<file path="src/rtl/winograd_pkg.sv">
// Shared types, sizes and index helpers for the Winograd kernel-transform scheduler.
package winograd_pkg;

    localparam int DATA_W_DEF  = 16;
    localparam int KERNEL_TAPS = 9;
    localparam int U_TAPS      = 36;

    typedef enum logic [2:0] {
        IDLE   = 3'd0,
        FETCH  = 3'd1,
        LAUNCH = 3'd2,
        WAIT   = 3'd3,
        WRITE  = 3'd4,
        FIN    = 3'd5
    } wks_state_t;

    typedef logic [DATA_W_DEF-1:0] kernel3_t [0:2][0:2];
    typedef logic [DATA_W_DEF-1:0] kernel6_t [0:5][0:5];

    // Row-major position of a tap / coefficient index inside its tile.
    function automatic logic [1:0] tap_row(input logic [3:0] i);
        return 2'(i / 4'd3);
    endfunction

    function automatic logic [1:0] tap_col(input logic [3:0] i);
        return 2'(i % 4'd3);
    endfunction

    function automatic logic [2:0] u_row(input logic [5:0] j);
        return 3'(j / 6'd6);
    endfunction

    function automatic logic [2:0] u_col(input logic [5:0] j);
        return 3'(j % 6'd6);
    endfunction

endpackage

</file>
<file path="src/rtl/winograd_kernel_scheduler.sv">
// Sequences kernel fetch -> 3x3->6x6 transform -> U-buffer write for a batch of kernels.
// Latency: 52 cycles from accepted start to done for one kernel with a 4-cycle transform and no stalls.
// Backpressure: u_wr_en holds addr/data until u_wr_ready; WKS_PREFETCH_EN overlaps the next fetch with writes.
module winograd_kernel_scheduler
    import winograd_pkg::*;
#(
    parameter int NUM_KERNELS = 4,
    parameter int ADDR_W      = 8,
    parameter int DATA_W      = DATA_W_DEF
) (
    input  logic                               clk,
    input  logic                               rst_n,
    input  logic                               start,
    input  logic [$clog2(NUM_KERNELS+1)-1:0]   kernel_count,
    output logic                               busy,
    output logic                               done,
    output logic                               kmem_rd_en,
    output logic [ADDR_W-1:0]                  kmem_rd_addr,
    input  logic [DATA_W-1:0]                  kmem_rd_data,
    output logic                               ktu_start,
    output logic [DATA_W-1:0]                  ktu_kernel [0:2][0:2],
    input  logic                               ktu_done,
    input  logic [DATA_W-1:0]                  ktu_kernel_out [0:5][0:5],
    output logic                               u_wr_en,
    output logic [ADDR_W-1:0]                  u_wr_addr,
    output logic [DATA_W-1:0]                  u_wr_data,
    input  logic                               u_wr_ready
);

    localparam int CW = $clog2(NUM_KERNELS + 1);

    wks_state_t        state_q;
    logic [CW-1:0]     cnt_q;
    logic [CW-1:0]     k_q;
    logic [CW-1:0]     count_clamped;
    logic [3:0]        tap_q;
    logic [5:0]        j_q;
    logic              rd_vld_q;
    logic [3:0]        rd_idx_q;
    logic              more_kernels;
    logic              wr_hs;
    logic [ADDR_W-1:0] k_base9;
    logic [ADDR_W-1:0] k_base36;
    logic [ADDR_W-1:0] rd_base;

    assign count_clamped = (kernel_count > CW'(NUM_KERNELS)) ? CW'(NUM_KERNELS) : kernel_count;
    assign more_kernels  = (k_q + CW'(1)) < cnt_q;
    assign wr_hs         = u_wr_en & u_wr_ready;
    assign k_base9       = ADDR_W'(k_q) * ADDR_W'(KERNEL_TAPS);
    assign k_base36      = ADDR_W'(k_q) * ADDR_W'(U_TAPS);

`ifdef WKS_PREFETCH_EN
    logic [DATA_W-1:0] shadow_q [0:2][0:2];
    logic              rd_shadow_q;
    logic              pf_full_q;
    logic              pf_wait_q;
    logic              pf_rd;

    // Reads for kernel k+1 run during WRITE and, if they spill over, in FETCH with pf_wait_q set.
    assign pf_rd      = (tap_q < 4'd9) &&
                        ((state_q == WRITE && more_kernels) || (state_q == FETCH && pf_wait_q));
    assign kmem_rd_en = (tap_q < 4'd9) &&
                        (state_q == FETCH || (state_q == WRITE && more_kernels));
    assign rd_base    = (state_q == WRITE) ? k_base9 + ADDR_W'(KERNEL_TAPS) : k_base9;
`else
    assign kmem_rd_en = (state_q == FETCH) && (tap_q < 4'd9);
    assign rd_base    = k_base9;
`endif

    assign kmem_rd_addr = kmem_rd_en ? rd_base + ADDR_W'(tap_q) : '0;
    assign busy         = (state_q != IDLE);
    assign done         = (state_q == FIN);
    assign ktu_start    = (state_q == LAUNCH);
    assign u_wr_en      = (state_q == WRITE);
    assign u_wr_addr    = u_wr_en ? k_base36 + ADDR_W'(j_q) : '0;
    assign u_wr_data    = u_wr_en ? ktu_kernel_out[u_row(j_q)][u_col(j_q)] : '0;

    always_ff @(posedge clk or negedge rst_n) begin
        if (!rst_n) begin
            state_q  <= IDLE;
            cnt_q    <= '0;
            k_q      <= '0;
            tap_q    <= '0;
            j_q      <= '0;
            rd_vld_q <= 1'b0;
            rd_idx_q <= '0;
            for (int r = 0; r < 3; r++)
                for (int c = 0; c < 3; c++)
                    ktu_kernel[r][c] <= '0;
`ifdef WKS_PREFETCH_EN
            for (int r = 0; r < 3; r++)
                for (int c = 0; c < 3; c++)
                    shadow_q[r][c] <= '0;
            rd_shadow_q <= 1'b0;
            pf_full_q   <= 1'b0;
            pf_wait_q   <= 1'b0;
`endif
        end else begin
            rd_vld_q <= kmem_rd_en;
            rd_idx_q <= tap_q;
            if (kmem_rd_en)
                tap_q <= tap_q + 4'd1;

`ifdef WKS_PREFETCH_EN
            rd_shadow_q <= pf_rd;
            if (rd_vld_q && rd_shadow_q) begin
                shadow_q[tap_row(rd_idx_q)][tap_col(rd_idx_q)] <= kmem_rd_data;
                if (rd_idx_q == 4'd8)
                    pf_full_q <= 1'b1;
            end else if (rd_vld_q) begin
                ktu_kernel[tap_row(rd_idx_q)][tap_col(rd_idx_q)] <= kmem_rd_data;
            end
`else
            if (rd_vld_q)
                ktu_kernel[tap_row(rd_idx_q)][tap_col(rd_idx_q)] <= kmem_rd_data;
`endif

            case (state_q)
                IDLE: begin
`ifdef WKS_PREFETCH_EN
                    pf_wait_q <= 1'b0;
`endif
                    if (start) begin
                        cnt_q   <= count_clamped;
                        k_q     <= '0;
                        tap_q   <= '0;
                        state_q <= (count_clamped == '0) ? FIN : FETCH;
                    end
                end
                FETCH: begin
`ifdef WKS_PREFETCH_EN
                    if (pf_wait_q) begin
                        if (pf_full_q) begin
                            ktu_kernel <= shadow_q;
                            pf_wait_q  <= 1'b0;
                            state_q    <= LAUNCH;
                        end
                    end else
`endif
                    if (rd_vld_q && rd_idx_q == 4'd8)
                        state_q <= LAUNCH;
                end
                LAUNCH: state_q <= WAIT;
                WAIT: begin
                    if (ktu_done) begin
                        j_q     <= '0;
                        tap_q   <= '0;
                        state_q <= WRITE;
`ifdef WKS_PREFETCH_EN
                        pf_full_q <= 1'b0;
`endif
                    end
                end
                WRITE: begin
                    if (wr_hs) begin
                        j_q <= j_q + 6'd1;
                        if (j_q == 6'(U_TAPS - 1)) begin
                            j_q <= '0;
                            if (more_kernels) begin
                                k_q <= k_q + CW'(1);
`ifdef WKS_PREFETCH_EN
                                if (pf_full_q) begin
                                    ktu_kernel <= shadow_q;
                                    state_q    <= LAUNCH;
                                end else begin
                                    pf_wait_q <= 1'b1;
                                    state_q   <= FETCH;
                                end
`else
                                tap_q   <= '0;
                                state_q <= FETCH;
`endif
                            end else begin
                                state_q <= FIN;
                            end
                        end
                    end
                end
                FIN:     state_q <= IDLE;
                default: state_q <= IDLE;
            endcase
        end
    end

endmodule

</file>
<file path="config.mk">
export PLATFORM = sky130hd
export DESIGN_NAME = winograd_kernel_scheduler
export DESIGN_NICKNAME = d
export VERILOG_FILES = /design/src/rtl/winograd_pkg.sv /design/src/rtl/winograd_kernel_scheduler.sv
export SDC_FILE = /design/constraint.sdc
export NUM_CORES = 1
export LEC_CHECK = 0
export CAP_MARGIN = 40
export CORE_AREA = 4 4 299 301
export DETAILED_ROUTE_END_ITERATION = 10
export DIE_AREA = 0 0 303 305
export PLACE_DENSITY = 0.36
export SYNTH_ARGS = -nofsm -noshare
export SYNTH_HDL_FRONTEND = slang
export SYNTH_SLANG_ARGS = --single-unit
</file>
<file path="constraint.sdc">
create_clock -name clk -period 9.6 [get_ports clk]
set_input_delay 1.44 -clock clk [delete_from_list [all_inputs] [get_ports clk]]
set_output_delay 1.44 -clock clk [all_outputs]
set_load 0.01 [all_outputs]
</file>
## Word level (Yosys, flattened, before mapping)

Cells that the tools add are included.

- Register bits: 168
- Bits in latches: 0
- Bits in writable memories: 0
- Bits in read-only memories: 0
- Input port bits: 600
- Output and inout port bits: 181
- Logic and storage cells: 106
- Memories: 0

- Add/sub/neg operators: 5
- $mul: 2
- Div/mod/pow operators: 4
- $lt $le $gt $ge: 9
- Eq/ne operators: 13
- Shift operators: 0
- Mux-type cells: 39
- Bitwise gates (word level): 5
- Reductions and logical operators: 13

Operators with widths:

| kind | count |
|---|---|
| $bmux W96 S3 | 1 |
| $mux W96 | 2 |
| $bwmux W144 | 1 |
| $demux W48 S2 | 1 |
| $mux W16 | 4 |
| $bmux W16 S3 | 1 |
| $mux W48 | 1 |
| $mux W3 | 12 |
| $demux W16 S2 | 1 |
| $mux W4 | 6 |
| $mux W6 | 3 |
| $mux W8 | 2 |
| $pmux W3 S5 | 1 |
| $pmux W4 S3 | 1 |
| $pmux W6 S2 | 1 |
| $reduce_and A5 Y1 | 2 |
| $add A7 B4 Y8 | 1 |
| $add A8 B6 Y8 | 1 |
| $ge A4 B4 Y1 const B | 2 |
| $ne A2 B1 Y1 const B | 4 |
| $not A3 Y4 | 2 |
| $mul A3 B4 Y7 const B | 1 |
| $add A6 B1 Y6 const B | 1 |
| $div A6 B3 Y6 const B | 1 |
| other kinds (26) | 37 |

## Depth between registers and ports, before layout

Gate-level depths: netlist of run 1.

- Depth in word-level cells: 9
- Depth in mapped cells: 16
- Depth with buffers taken out: 12

## Least setup slack after synthesis of run 1

OpenSTA, ideal clock, no wires.

- Path type: flip-flop to output port
- Start point: register j_q[0]
- End point: output u_wr_data[10]
- Arrival time: 3.071 ns
- Data required time: 8.160 ns
- Setup slack: 5.089 ns
- Stages on the path, launching flop included: 15
- Cell sequence: dfrtp_1 > buf_2 > clkbuf_1 > inv_1 > buf_2 > ha_1 > o21ai_1 > o22ai_1 > a31oi_2 > and2_4 > buf_8 > buf_8 > mux4_2 > a21oi_1 > a32oi_1

- Cells in the longest elaborated chain, start to end: 9
- Elaborated cells on any way between the ends: 11
- Those cells by class: div (2); mux (7); bitwise (2)

RTL lines:

| element | RTL line | source |
|---|---|---|
| from (decl) | winograd_kernel_scheduler.sv:37 | `logic [5:0] j_q;` |
| from (signal assigned) | winograd_kernel_scheduler.sv:156 | `j_q <= j_q + 6'd1;` |
| $div A6 B3 Y6 | winograd_pkg.sv:30 | `return 3'(j / 6'd6);` |
| $not A3 Y4 (not written as such) | winograd_kernel_scheduler.sv:76 | `assign u_wr_data = u_wr_en ? ktu_kernel_out[u_row(j_q)][u_col(j_q)] : '0;` |
| $bmux W96 S3 | winograd_kernel_scheduler.sv:76 |  |
| $mux W96 (not written as such) (2 in a row) | winograd_kernel_scheduler.sv:76 |  |
| $bmux W16 S3 * | winograd_kernel_scheduler.sv:76 |  |
| $mux W16 (not written as such) * (2 in a row) | winograd_kernel_scheduler.sv:76 |  |
| $mux W16 * | winograd_kernel_scheduler.sv:76 |  |
| to (decl) | winograd_kernel_scheduler.sv:26 | `output logic [DATA_W-1:0] u_wr_data,` |

Every way passes the cells marked *; elsewhere a longest branch is shown, timed or not. The select of a mux whose other input is x is not followed.

## Worst setup path after layout of run 1

- Start point: register j_q[0]
- End point: output u_wr_data[15]

The elaborated chain is that of the path after synthesis.

==> key figures, run 1 <==
Cells and area
  • Fillcell total: about 9.3k
  • Commonest non-fill, non-tap cell in the layout: clkdlybuf4s50_1
  • Layout Cells excl Fill: about 3.3k
  • Commonest non-fill, non-tap cells in the layout: clkdlybuf4s50_1 (778), nand2_1 (256), dfrtp_1 (165)
  • Share of cells above drive strength 1: between 10% and 20%
  • Fin nets: 2736
  • Area grow syn2layout: 72.3%
  • Fin util: 26.3%

Worst setup path
  • Critical Path RT: 8.16 ns
  • Max FO, Critical Path: 69
  • Setup crit end kind: output pin
  • R2r worst-path depth: 10
  • Worst R2R End: ktu_kernel[109]
  • Reg2reg setup slack: between 6 and 7 ns
  • Crit Path Category: reg -> out
  • Crit path launch type: flop
  • CP Data Arrival Time: around 6 ns
  • R2r startpoint: rd_idx_q[1]

STA
  • Setup TNS: 0 ns
  • Hold Fails Final Rpt: 0
  • FMAX: ~0.14 GHz
  • Fin. max-slew vios: 0
  • RSZ-0062 raised after global routing: no
  • Final setup violating endpoints: 0
  • Rel. slew slack: between 30% and 40%
  • Final Critical Period: ~7.3 ns
  • Tcrit/Tclk final: around three quarters
  • Final setup skew: roughly 0.016 ns
  • Worst slew pin tran: 0.910 ns

Synthesis
  • Mapped Avg Cell Area: ~9.5 um^2
  • Ys async rst share: 100%
  • Synthesized Nets: ~2k
  • Area leader, netlist: dfrtp_1
  • Top FF cell, synth: dfrtp_1
  • Synthesized area: about 0.013 mm^2
  • Syn Inst Count: about 1.4k
  • Top cells by area, synth: dfrtp_1 (32%), mux2_2 (13%), mux4_2 (10%)
  • #FFs+latches synth: 168
  • Number of library cell types mapped by synthesis: 76
  • Sequential share of the synthesized area: about a third
  • Synth Warn #: 0
  • Yosys top cell area share: 31.8%
  • Post-synth EDFFs: 0

Clock tree
  • Hold buffer count at CTS: 0
  • CTS root buffer: clkbuf_16
  • Postcts setup bufs: 0
  • Post-CTS sizing: 0
  • Clock sink total: between 150 and 200
  • CTS buffer count: 17
  • H-tree depth: 4
  • Clock slew at reported path FFs: 0.08 ns
  • CTS Buffer Depth: 2
  • CTS tree: built
  • Clk Latency, worst-skew pair: 0.47 ns

Die
  • Row count: around 110
  • Chip width: slightly above 300 um
  • Starting Density: between 15 and 20%
  • CORE AREA: slightly below 0.09 mm^2
  • Total die area: 0.0924 mm^2
  • I/O pins: between 700 and 800
  • DIE HEIGHT: 305 um

Pwr
  • Peak supply drop: 247 uV
  • Total power: a little over 0.006 W
  • Pleak: 8.70 nW
  • P per Cell Area: about 270 mW/mm^2

Route
  • Drt wl/cell: 30.7 um
  • Via count: 14.9k
  • Final ANT Viol Nets: 0
  • Vias/cell: ~4.5
  • Final WL: 102000 um
  • DRC: 0
  • DR iter-0 viols: approximately 980
  • First drt pass iteration count: 5

Place
  • DP HPWL: roughly 86000 um
  • I/O Buffers: ~800
  • GPL Wtd Cong: approximately 0.9
  • Placed Cells: 3247

Global routing
  • First-pass GRT wire length: approximately 130000 um
  • Congestion Overflow GR: 0
  • Vias in the first global route: 15.4k
  • Initial antenna violation count: 77
  • Largest net degree at the start of global routing: 98
  • GRT Total Usage: between 20% and 30%

Flow run
  • Max-cap viol count: 0

Worst hold path
  • Hold WC Path Type: reg -> reg
  • WHS Path Cells: 0
  • Hold path start: tap_q[3]
  • Hold endpoint: rd_idx_q[3]

Run status
  • Outcome: finished clean
==> logic make-up after synthesis <==
logic type | count (synthesis) | synth area share [%]
fa+ha+maj | 25 | 2.48
xor+xnor | 10 | 0.662
compound gates | 277 | 14.0
flops | 168 | 31.8
other cells | 1 | 0.0283
simple gates | 523 | 18.7
buf+inv | 133 | 5.75
mux | 255 | 26.7
==> final cells by class <==
class	count	area [um^2]	area share, %
multi-input cells	1091	8310	36.4
clock inverters	15	164	0.719
well taps	1155	1450	6.34
flip-flops and latches	168	4210	18.5
repair buffers	814	8110	35.6
clock buffers	17	425	1.87
diodes	29	72.6	0.318
inverters	19	71.3	0.313
==> worst max-delay path by stage <==
stage / startpoint / end / slack [ns] / depth (start not counted)
2_1_floorplan: j_q[0] / u_wr_data[10] / 5.09 / 14
3_3_place_gp: j_q[0] / u_wr_data[15] / 2.81 / 11
3_5_place_dp: j_q[0] / u_wr_data[15] / 2.75 / 11
4_1_cts: j_q[0] / u_wr_data[15] / 2.20 / 11
5_1_grt: j_q[0] / u_wr_data[15] / 1.94 / 11
6_report: j_q[0] / u_wr_data[15] / 2.27 / 11
==> Yosys cell counts (10+ instances only) <==
master and count:
mux2_4 10, mux2i_1 38, a32oi_1 27, a31oi_1 19
a22oi_1 23, o211ai_1 12, nor2b_1 15, a21oi_1 78
clkbuf_1 38, o21ai_0 36, nand2b_1 14, o2111ai_1 13
inv_1 17, buf_6 12, mux2_2 147, nand3_1 95
dfrtp_1 168, buf_4 19, buf_2 36, nand2_1 256
nand4b_1 11, nor2_1 51, o22ai_1 14, nor3_1 27
ha_1 23, mux4_2 60
==> power by group <==
group | internal (W) | total [W] | switching, W | leakage (nW)
Sequential | 0.000955 | 0.00117 | 0.000213 | 2.13
Combinational | 0.00175 | 0.00427 | 0.00252 | 6.28
Clock | 0.000387 | 0.000706 | 0.000318 | 0.286
==> per-stage QoR <==
stage	instance area (um^2)	hold WS (ns)	worst slack [ns]
6_report	22800	0.465	2.27
4_1_cts	22700	0.472	2.20
5_1_grt	22800	0.494	1.94
3_5_place_dp	22100	0.457	2.75
2_1_floorplan	13200	0.401	5.09
3_3_place_gp	22100	0.456	2.81
==> flip-flops by register name, summed over array words and instances (netlist names) <==
name	count
state_q	3
tap_q	4
ktu_kernel	144
rd_idx_q	4
j_q	6
cnt_q	3
k_q	3
rd_vld_q	1
==> metal layers <==
metal	vias up	global-route usage, %	wire length, um
met4	24	6.05	3100
met5	-	0	154
met3	152	5.68	7200
met1	7363	22.9	36800
li1	6629	-	-
met2	707	40.0	54400
==> critical path, stage by stage (launching register included) <==
cell,delay (ns)
dfrtp_4,0.96
inv_1,0.15
ha_1,0.34
o21ai_1,0.19
o22ai_1,0.13
a31oi_2,0.33
and2_4,0.77
buf_4,0.82
mux4_2,0.36
a21oi_1,0.09
a32oi_1,0.52
clkdlybuf4s50_1,0.70
Note: power is estimated with default switching activity, not from simulation.
==> run 2, diff against run 1 <==
Settings changed: CORE_AREA 4 4 299 301 to 4 4 300 302, DIE_AREA 0 0 303 305 to 0 0 304 306, PLACE_DENSITY 0.36 to 0.38.
Clock period 9.6 ns to 6.3 ns, I/O delays scaled along.
==> key figures, run 2 (same netlist as run 1, synthesis figures left out) <==
Clock tree
  • Post-CTS sizing: 0
  • CTS root buffer: clkbuf_16
  • Clock slew at reported path FFs: around 0.080 ns
  • Hold buffer count at CTS: 0
  • Clock sink total: ~170
  • CTS Buffer Depth: 2
  • CTS tree: built
  • H-tree depth: 4
  • Clk Latency, worst-skew pair: approximately 0.46 ns
  • Postcts setup bufs: 0
  • CTS buffer count: 17

STA
  • Final setup violating endpoints: 0
  • Worst slew pin tran: about 0.81 ns
  • Final setup skew: 0.0162 ns
  • Setup TNS: 0 ns
  • Rel. slew slack: a little under half
  • Final Critical Period: about 5.6 ns
  • Hold Fails Final Rpt: 0
  • RSZ-0062 raised after global routing: no
  • FMAX: around 0.18 GHz
  • Tcrit/Tclk final: around 89%
  • Final WS setup: 0.685 ns
  • Fin. max-slew vios: 0

Worst setup path
  • CP Data Arrival Time: about 4.7 ns
  • Max FO, Critical Path: 47
  • Worst R2R End: ktu_kernel[142]
  • Crit path capture: u_wr_data[10]
  • Reg2reg setup slack: between 2 and 3 ns
  • Worst Setup SP: j_q[3]
  • R2r startpoint: rd_idx_q[1]
  • Setup crit end kind: output pin
  • Crit path launch type: flop
  • Crit Path Category: reg -> out
  • Critical Path RT: between 5 and 6 ns
  • R2r worst-path depth: 10

Pwr
  • Combinational share of power: around 70%
  • Clock share of power: between 10% and 20%
  • Switch share: between 40 and 50%
  • Total power: ~0.0095 W
  • Peak supply drop: about 390 uV
  • Sequential share of power: 18.4%
  • P per Cell Area: 413 mW/mm^2
  • Sw Pwr: 0.00468 W
  • Int Power: roughly 0.0048 W
  • Pleak: ~8.8 nW

Die
  • CORE AREA: 0.0877 mm^2
  • I/O pins: about 780
  • Row count: between 100 and 150
  • Total die area: slightly above 0.09 mm^2
  • Chip width: 304 um
  • DIE HEIGHT: 306 um
  • Starting Density: roughly 15%

Place
  • Cell area after placement: 0.0224 mm^2
  • I/O Buffers: between 700 and 800
  • Placed Cells: roughly 3.3k
  • Dpl ws: around 1.2 ns
  • GPL Wtd Cong: between 0.9 and 1
  • DP HPWL: around 86000 um

Route
  • Via count: between 10k and 15k
  • DR iter-0 viols: between 900 and 1k
  • Final WL: ~100000 um
  • DRC: 0
  • Vias/cell: 4.48
  • Drt wl/cell: between 30 and 40 um
  • Final ANT Viol Nets: 0
  • First drt pass iteration count: 5

Cells and area
  • Final instance area: around 0.023 mm^2
  • Biggest register: ktu_kernel
  • Layout Cells excl Fill: about 3.3k
  • Fin nets: between 2k and 3k
  • Largest regs: ktu_kernel: 144 flops, j_q: 6 flops
  • Fillcell total: ~9.4k
  • Area grow syn2layout: 74.0%
  • Commonest non-fill, non-tap cell in the layout: clkdlybuf4s50_1
  • Max FFs per register: ~140
  • Commonest non-fill, non-tap cells in the layout: clkdlybuf4s50_1 (763), nand2_1 (256), dfrtp_1 (165)
  • Share of cells above drive strength 1: between 10% and 20%

Global routing
  • Vias in the first global route: between 15k and 20k
  • GR Util met2: between 30% and 40%
  • Met3 usage: under 10%
  • Initial antenna violation count: ~70
  • Largest net degree at the start of global routing: between 80 and 90
  • First-pass GRT wire length: between 100000 and 150000 um
  • GRT Total Usage: 20.5%
  • Met1 usage: between 20% and 30%
  • Global routing's busiest layer: met2
  • Congestion Overflow GR: 0

Worst hold path
  • Hold WC Path Type: reg -> reg
  • WHS Path Cells: 0

Run status
  • Outcome: finished clean

Flow run
  • Max-cap viol count: 0
-- run 2: cell count changes in the layout (fill, tap and decap cells not counted), moves of 3 or more --
| cell | change |
|---|---|
| buf_12 | +14 |
| clkdlybuf4s50_1 | -15 |
| buf_4 | +12 |
| diode_2 | -3 |
| inv_8 | +5 |
-- run 2: worst max-delay path, stage by stage, from the launching register on --
cell	delay [ns]
dfrtp_1	0.88
nand2b_1	0.27
o22ai_1	0.12
a31oi_2	0.31
and2_4	0.59
buf_4	0.42
nand2_1	0.10
nand3_1	0.14
nand4b_1	0.27
a32oi_1	0.87
buf_12	0.19
-- run 2: worst min-delay path by stage --
stage / from / to / slack [ns]
floorplan: tap_q[3] / rd_idx_q[3] / 0.40
global placement: tap_q[3] / rd_idx_q[3] / 0.44
detailed placement: tap_q[3] / rd_idx_q[3] / 0.46
CTS: tap_q[3] / rd_idx_q[3] / 0.47
global route: tap_q[3] / rd_idx_q[3] / 0.49
finish: tap_q[3] / rd_idx_q[3] / 0.46
-- run 2: cell type report --
cell class              instances  area (um^2)  share of cell area, %
well taps                    1165         1460                   6.33
clock inverters                15          183                  0.793
multi-input cells            1091         8310                   36.1
repair buffers                825         8320                   36.1
inverters                      19         71.3                  0.310
diodes                         26         65.1                  0.282
clock buffers                  17          425                   1.85
flip-flops and latches        168         4210                   18.3
-- run 2: metrics by stage --
stage	utilization, %	hold slack (ns)
2_1_floorplan	-	0.401
3_3_place_gp	25.4	0.443
3_5_place_dp	25.5	0.456
4_1_cts	26.2	0.469
5_1_grt	26.2	0.486
6_report	26.3	0.463
-- run 2: per-layer routing --
layer	wire length, um	vias up
met4	2520	8
met5	55	-
met3	6200	144
li1	-	6651
met1	37700	7357
met2	53700	730
-- run 2: power groups by stage --
stage               registers (W)  clock network [W]  logic [W]
global route              0.00180            0.00119    0.00707
CTS                       0.00175            0.00116    0.00669
finish                    0.00175            0.00110    0.00666
global placement          0.00176                  0    0.00662
detailed placement        0.00177                  0    0.00667
floorplan                 0.00183                  0    0.00368
==> edit (flow settings as in run 1) <==
Set the parameter `ADDR_W` to 7 (it was 8).
--- a/src/rtl/winograd_kernel_scheduler.sv
+++ b/src/rtl/winograd_kernel_scheduler.sv
@@ -5,7 +5,7 @@
     import winograd_pkg::*;
 #(
     parameter int NUM_KERNELS = 4,
-    parameter int ADDR_W      = 8,
+    parameter int ADDR_W      = 7,
     parameter int DATA_W      = DATA_W_DEF
 ) (
     input  logic                               clk,
Interface: changed (resized kmem_rd_addr and u_wr_addr); port bits go from 781 to 779. No check against the original RTL was run, so the function may have changed too.
==> edit against run 1 <==
Wire length decreased by 6.2%. Total power increased by 8.1%. Worst setup slack better by 0.15 ns. Synthesized area shrank 0.97%. Sequential cell count did not move. Via count shrank 3.7%. Final area grew 0.42%. Non-clock buffer count fell by 3. Largest power group unchanged.
==> edit: results (changes against run 1) <==
- CP peak stage delay: 0.83 ns (was 0.96 ns)
- Sequential fraction of the synthesis area: 32.07% (was 31.76%)
- 1st-iter DRT viols: 1018 (was 982)
- Vias in the first global route: 15190 (was 15420)
- Multi-input logic area: 0.008352 sq mm (was 0.008307 sq mm)
- Grt met1 use: 24.27% (was 22.90%)
- Post-synthesis cell type count: 70 (was 76)
- Logic pwr share: 72.5% (was 69.5%)
- Reg2reg path depth: 13 (was 10)
- Latest clock arrival within the worst-skew pair: 0.44 ns (was 0.47 ns)
- Layout non-clock buf frac: 35.48% (was 35.57%)
- Initial antenna violation count: 36 (was 77)
- Crit path max fanout: 44 (was 69)
- Sequential cell area share: 18.38% (was 18.46%)
- Internal reg-to-reg setup slack: 6.05 ns (was 6.15 ns)
- Layout cells sized above 1: 15.50% (was 14.83%)
- Metal3 WL: 6324 um (was 7196 um)
- RR Endpoint: ktu_kernel[28] (was ktu_kernel[109])
- Fillers: 9241 (was 9280)
- Post-DR wirelength/cell: 29.64 um (was 30.72 um)
- Met2 Use GR: 35.38% (was 39.96%)
- Internal power: 3.305 mW (was 3.092 mW)
- CP Data Arrival Time: 5.74 ns (was 5.89 ns)
- Maximum vdd drop: 230.9 uV (was 246.5 uV)
- Via Count: 14320 (was 14880)
- R2R Path Start: rd_idx_q[3] (was rd_idx_q[1])
- Largest net degree at the start of global routing: 84 (was 98)
- Post-Syn Instances: 1314 (was 1392)
- Global Route met3 Usage: 4.129% (was 5.681%)
- CP delay by family, top: compound AO/OA/AOI/OAI gates (was buffers and inverters)
- Layout Nets: 2664 (was 2736)
- Gpl congestion: 0.9199 (was 0.9164)
- Worst-Margin Slew: 1.058 ns (was 0.9098 ns)
- Outcome: completed (unchanged)
- Cells after DPL: 3175 (was 3247)
- First-pass GRT wire length: 128300 um (was 134100 um)
edit: changes by cell type after synthesis, sizes merged, moves of 12 or more:
cell / run 1 / this run
a211oi: 8 / 27
a21oi: 78 / 43
nor3: 30 / 11
o2111ai: 13 / 1
a22oi: 23 / 7
mux4: 60 / 75
nand3: 95 / 67
clkbuf: 38 / 50
nand2: 258 / 195
mux2i: 38 / 64
buf: 76 / 55
inv: 18 / 32
edit: per-stage QoR:
stage	hold WS [ns]	setup slack [ns]	power, mW	util (%)
floorplan	0.4014	4.700	3.924	-
global placement	0.4499	2.944	5.960	25.53
detailed placement	0.4547	2.859	6.026	25.70
CTS	0.4745	2.338	6.778	26.42
global route	0.5029	2.106	7.066	26.44
finish	0.4688	2.424	6.641	26.44
edit: worst min-delay path by stage:
| stage | from | to | slack (ns) | cells past startpoint |
|---|---|---|---|---|
| 6_report | tap_q[3] | rd_idx_q[3] | 0.47 | 0 |
| 5_1_grt | tap_q[3] | rd_idx_q[3] | 0.50 | 0 |
| 4_1_cts | tap_q[3] | rd_idx_q[3] | 0.47 | 0 |
| 3_5_place_dp | tap_q[3] | rd_idx_q[3] | 0.45 | 0 |
| 3_3_place_gp | tap_q[3] | rd_idx_q[3] | 0.45 | 0 |
| 2_1_floorplan | tap_q[3] | rd_idx_q[3] | 0.40 | 0 |
edit: cell families (layout without fill, tap and decap cells):
logic type               after synthesis  after routing  share of synthesized area [%]
multiplexers                         296            296                          31.46
flip-flops                           168            168                          32.07
adder cells (fa/ha/maj)               25             25                          2.501
AND/OR/NAND/NOR                      446            446                          16.27
XOR/XNOR                              11             11                         0.7349
other                                  0             10                              0
AO/OA/AOI/OAI                        229            229                          11.95
buffers and inverters                139            877                          5.020
